[src/rtl/bp_cce_ucode_loader.sv]
// CCE microcode loader: streams boot instructions into the instruction RAM over the
// cfg ucode fields, reads them back to verify an XOR checksum, then selects normal mode.
module bp_cce_ucode_loader #(
  parameter int cce_instr_width_p       = 48,
  parameter int cce_pc_width_p          = 8,
  parameter int num_cce_instr_ram_els_p = 256
) (
  input  logic                         clk_i,
  input  logic                         reset_i,
  input  logic                         start_i,
  input  logic [cce_pc_width_p:0]      count_i,
  input  logic                         ucode_v_i,
  input  logic [cce_instr_width_p-1:0] ucode_data_i,
  output logic                         ucode_ready_o,
  output logic                         cce_ucode_w_v_o,
  output logic                         cce_ucode_r_v_o,
  output logic [cce_pc_width_p-1:0]    cce_ucode_addr_o,
  output logic [cce_instr_width_p-1:0] cce_ucode_data_o,
  input  logic [cce_instr_width_p-1:0] ucode_rdata_i,
  output logic                         cce_mode_o,
  output logic                         busy_o,
  output logic                         done_o,
  output logic                         error_o
);

  localparam logic [2:0] S_IDLE  = 3'd0;
  localparam logic [2:0] S_LOAD  = 3'd1;
  localparam logic [2:0] S_READ  = 3'd2;
  localparam logic [2:0] S_CHECK = 3'd3;
  localparam logic [2:0] S_DONE  = 3'd4;
  localparam logic [2:0] S_ERROR = 3'd5;

  // Counter is one bit wider than the address so a full-depth count fits.
  localparam int CW = cce_pc_width_p + 1;
  localparam logic [CW-1:0] ELS_C = CW'(num_cce_instr_ram_els_p);
  localparam logic [CW-1:0] ONE_C = CW'(1);

  logic [2:0]                   state_q, state_d;
  logic [CW-1:0]                cnt_q, cnt_d;
  logic [CW-1:0]                cnt_max_q, cnt_max_d;
  logic [cce_instr_width_p-1:0] wr_sum_q, wr_sum_d;
  logic [cce_instr_width_p-1:0] rd_sum_q, rd_sum_d;
  logic                         rv_q;

  logic          in_load_c, in_read_c, last_c, can_start_c, sum_ok_c;
  logic [CW-1:0] count_clamp_c;

  assign in_load_c     = (state_q == S_LOAD);
  assign in_read_c     = (state_q == S_READ);
  assign last_c        = (cnt_q == cnt_max_q - ONE_C);
  assign can_start_c   = (state_q == S_IDLE) || (state_q == S_DONE) || (state_q == S_ERROR);
  assign count_clamp_c = (count_i > ELS_C) ? ELS_C : count_i;
  // In CHECK the final read word is still on ucode_rdata_i and not yet folded in.
  assign sum_ok_c      = ((rd_sum_q ^ ucode_rdata_i) == wr_sum_q);

  assign ucode_ready_o    = in_load_c;
  assign cce_ucode_w_v_o  = in_load_c & ucode_v_i;
  assign cce_ucode_r_v_o  = in_read_c;
  assign cce_ucode_addr_o = (in_load_c || in_read_c) ? cnt_q[cce_pc_width_p-1:0] : '0;
  assign cce_ucode_data_o = in_load_c ? ucode_data_i : '0;
  assign cce_mode_o       = (state_q == S_DONE);
  assign done_o           = (state_q == S_DONE);
  assign error_o          = (state_q == S_ERROR);
  assign busy_o           = in_load_c || in_read_c || (state_q == S_CHECK);

  always_comb begin
    state_d   = state_q;
    cnt_d     = cnt_q;
    cnt_max_d = cnt_max_q;
    wr_sum_d  = wr_sum_q;
    rd_sum_d  = rv_q ? (rd_sum_q ^ ucode_rdata_i) : rd_sum_q;
    case (state_q)
      S_LOAD: begin
        if (cce_ucode_w_v_o) begin
          wr_sum_d = wr_sum_q ^ ucode_data_i;
          if (last_c) begin
            cnt_d   = '0;
            state_d = S_READ;
          end else begin
            cnt_d = cnt_q + ONE_C;
          end
        end
      end
      S_READ: begin
        cnt_d = cnt_q + ONE_C;
        if (last_c) state_d = S_CHECK;
      end
      S_CHECK: state_d = sum_ok_c ? S_DONE : S_ERROR;
      default: begin
        if (can_start_c && start_i) begin
          cnt_max_d = count_clamp_c;
          cnt_d     = '0;
          wr_sum_d  = '0;
          rd_sum_d  = '0;
          state_d   = (count_clamp_c == '0) ? S_DONE : S_LOAD;
        end
      end
    endcase
  end

  always_ff @(posedge clk_i or negedge reset_i) begin
    if (!reset_i) begin
      state_q   <= S_IDLE;
      cnt_q     <= '0;
      cnt_max_q <= '0;
      wr_sum_q  <= '0;
      rd_sum_q  <= '0;
      rv_q      <= 1'b0;
    end else begin
      state_q   <= state_d;
      cnt_q     <= cnt_d;
      cnt_max_q <= cnt_max_d;
      wr_sum_q  <= wr_sum_d;
      rd_sum_q  <= rd_sum_d;
      rv_q      <= cce_ucode_r_v_o;
    end
  end

endmodule
[config.mk]
export PLATFORM = sky130hd
export DESIGN_NAME = bp_cce_ucode_loader
export DESIGN_NICKNAME = d
export VERILOG_FILES = /design/src/rtl/bp_cce_ucode_loader.sv
export SDC_FILE = /design/constraint.sdc
export NUM_CORES = 1
export LEC_CHECK = 0
export BUFFER_PORTS_ARGS = -buffer_cell sky130_fd_sc_hd__buf_4
export CAP_MARGIN = 5
export CORE_MARGIN = 2
export CORE_UTILIZATION = 25
export CTS_CLUSTER_DIAMETER = 50
export DETAILED_ROUTE_END_ITERATION = 8
export GPL_TIMING_DRIVEN = 0
export SETUP_SLACK_MARGIN = 0.3
export SYNTH_ARGS = -nofsm -noshare
export SYNTH_HDL_FRONTEND = slang
export SYNTH_SLANG_ARGS = --single-unit
[constraint.sdc]
create_clock -name clk_i -period 7.25 [get_ports clk_i]
set_input_delay 1.0875 -clock clk_i [delete_from_list [all_inputs] [get_ports clk_i]]
set_output_delay 1.0875 -clock clk_i [all_outputs]
set_load 0.005 [all_outputs]
==> impl_metrics.json <==
{
  "p_sw_w": 0.00126,
  "final_common_cell": "buf_4",
  "cts_max_path_buffers": 2,
  "root_buffer": "clkbuf_16",
  "dp.cells": 1267,
  "synth_edf_count": 0,
  "status": "completed",
  "place_area_um2": 8640,
  "final_cell_mix": "buf_4, nand2_1, dfrtp_1, nor2_1, xnor2_1",
  "p_comb_frac": 0.428,
  "portBuffers": 171,
  "p_per_area_nw_per_um2": 360,
  "fin_skew_ns": 0.0150,
  "clock_power_share": 0.270,
  "p_int_w": 0.00207,
  "postCtsHoldBufs": 0,
  "netlist_instances": 754,
  "cp-start-kind": "flip-flop",
  "ys_dominant_reg_cell": "dfrtp_1",
  "viasPerCell": 4.24,
  "drt-pass1-iter-count": 5,
  "cts_resized": 0,
  "syn_area_per_cell_um2": 9.15,
  "yosys_warnings": 0,
  "start_util": 0.255,
  "grt-ovfl-total": 0,
  "cts_tree": "built",
  "hpwl_mm": 15.3,
  "worstHoldPathType": "input port to async pin",
  "fillers": 2790,
  "grt_max_degree": 94,
  "timing.hold.ws_ns": 0.539,
  "clkSlewWorstSetupHoldPaths_ns": 0.06,
  "grtUsageTotal": 0.143,
  "fin_setup_tns_ns": 0,
  "fin_crit_ns": 3.96,
  "slew_headroom": 0.351,
  "end_kind": "primary output",
  "gp_congestion": 0.860,
  "sequentialPowerShare": 0.302,
  "wl_per_cell_um": 15.5,
  "core-area_um2": 27000,
  "ys_seq_area_frac": 0.428,
  "crit_top_cell": "clkbuf_1",
  "power.leakage_nw": 4.19,
  "cts_made_buffers": 17,
  "hold_viol": 0,
  "drive_gt1_frac": 0.236,
  "wl_mm": 20.2,
  "maxSlewViolCount": 0,
  "max_freq_mhz": 253,
  "cp_max_fo": 10,
  "die_area_um2": 28900,
  "pin_count": 172,
  "design_area_um2": 9260,
  "rsz0062_at_grt": "no",
  "multi_input_area_um2": 3760,
  "fin_cells": 1300,
  "cts_sinks": 118,
  "insertion_delay_ns": 0.42,
  "syn_area_um2": 6900,
  "antenna_found_initial": 0,
  "vias": 5518,
  "post-cts-setup-buffer-count": 0,
  "crit_chain": "clkbuf_1 > nand2b_1 > nor2_1 > clkbuf_1 > and2_1 > buf_4",
  "dieHeight_um": 170,
  "worst_pin_slew_ns": 0.969,
  "path_class": "flip-flop to primary output",
  "area_growth_pct": 34.3,
  "core.rowCount": 60,
  "swShare": 0.378,
  "worst_ep_arrival_time_ns": 2.87,
  "grt_pass1_vias": 5522,
  "slowest_delay_ns": 0.76,
  "synth_seq_cells": 118,
  "async_flop_share": 1.00,
  "drc": 0,
  "syn_nets": 865,
  "drv_cap": 0,
  "grt_pass1_wl_mm": 31.1,
  "synth_cell_types": 47,
  "drtAntennaViolNets": 0,
  "drt-initial-drc-count": 288,
  "final_nets": 1056,
  "setup_viol": 0,
  "finalPower_w": 0.00334,
  "cp_slowest_cell": "nor2_1",
  "worstPathRequired_ns": 6.16,
  "fp.dieW_um": 170,
  "ir_drop_mv": 0.142,
  "htreeDepth": 4,
  "ff_latch_area_um2": 2950,
  "period_share": 0.546
}
[state kept, by name (all words and copies together) (netlist names)]
| signal | count |
|---|---|
| rd_sum_q | 48 |
| wr_sum_q | 48 |
| state_q | 3 |
| rv_q | 1 |
| cnt_max_q | 9 |
| cnt_q | 9 |
[cell type report]
type                       count  area share
inverter                       8     0.00324
clock inverter                13      0.0193
sequential                   118       0.319
buffer                        35      0.0163
tap                          341      0.0461
multi-input combinational    593       0.406
clock buffer                  19      0.0478
timing repair buffer         172       0.142
antenna                        1    0.000270
[through the flow]
step	utilization	setup slack (ns)
after global placement	0.318	3.52
after global routing	0.343	3.03
after floorplan	-	4.69
after CTS	0.343	3.13
final	0.343	3.29
after detailed placement	0.320	3.58
[routing by layer]
metal,global-route usage,up-vias,wire length [µm]
li1,-,2751,-
met3,0.0386,8,1170
met2,0.234,139,9700
met4,0.0234,0,85
met1,0.192,2620,9220
met5,0,-,0
[cells in the mapped netlist (all sizes together), types with 3 or more instances]
cell    number  area, µm²
mux2         3       33.8
and2        52        325
o21ai        6       33.8
nand3b      10       75.1
nor2       113        424
buf          7       46.3
inv          8       30.0
nand2      124        465
nor2b        8       50.1
nand3        4       20.0
nand2b       6       37.5
a21oi       10       68.8
clkbuf      28        105
xnor2      106        936
nor4        16        106
nand4        4       25.0
dfrtp      118       2950
xor2       101        885
nor3         9       56.3
[critical path: cells and delay by family (launching register included)]
family | cells | cell delay (ns)
flip-flops | 1 | 0.35
AND/OR/NAND/NOR | 3 | 1.21
buffers and inverters | 3 | 0.89
[logic make-up after synthesis]
logic type,Yosys count,share of synthesized area
buffers and inverters,43,0.0263
AO/OA/AOI/OAI,29,0.0330
multiplexers,4,0.00635
adder cells (fa/ha/maj),2,0.00363
AND/OR/NAND/NOR,351,0.239
XOR/XNOR,207,0.264
flip-flops,118,0.428
[power by group through the flow]
stage	clock network [W]	registers [W]	logic [W]
3_5_place_dp	0	0.00102	0.00145
4_1_cts	0.000923	0.00101	0.00146
3_3_place_gp	0	0.00101	0.00143
5_1_grt	0.000949	0.00103	0.00159
2_1_floorplan	0	0.000980	0.000936
6_report	0.000899	0.00101	0.00143
[path summary, 6_finish.rpt]
kind	from	to	slack (ns)	cells past startpoint
max in group asynchronous	reset_i	wr_sum_q[33]$_DFFE_PN0P_	5.93	2
min in group clk_i	cnt_max_q[8]$_DFFE_PN0P_	cnt_max_q[8]$_DFFE_PN0P_	0.54	2
setup reg to reg	cnt_max_q[0]$_DFFE_PN0P_	state_q[0]$_DFFE_PN0P_	4.27	9
setup / recovery	state_q[2]$_DFFE_PN0P_	cce_ucode_data_o[34]	3.29	6
hold reg to reg	cnt_max_q[8]$_DFFE_PN0P_	cnt_max_q[8]$_DFFE_PN0P_	0.54	2
hold / removal	reset_i	cnt_max_q[3]$_DFFE_PN0P_	0.54	1
Note: power is estimated with default switching activity, not from simulation.
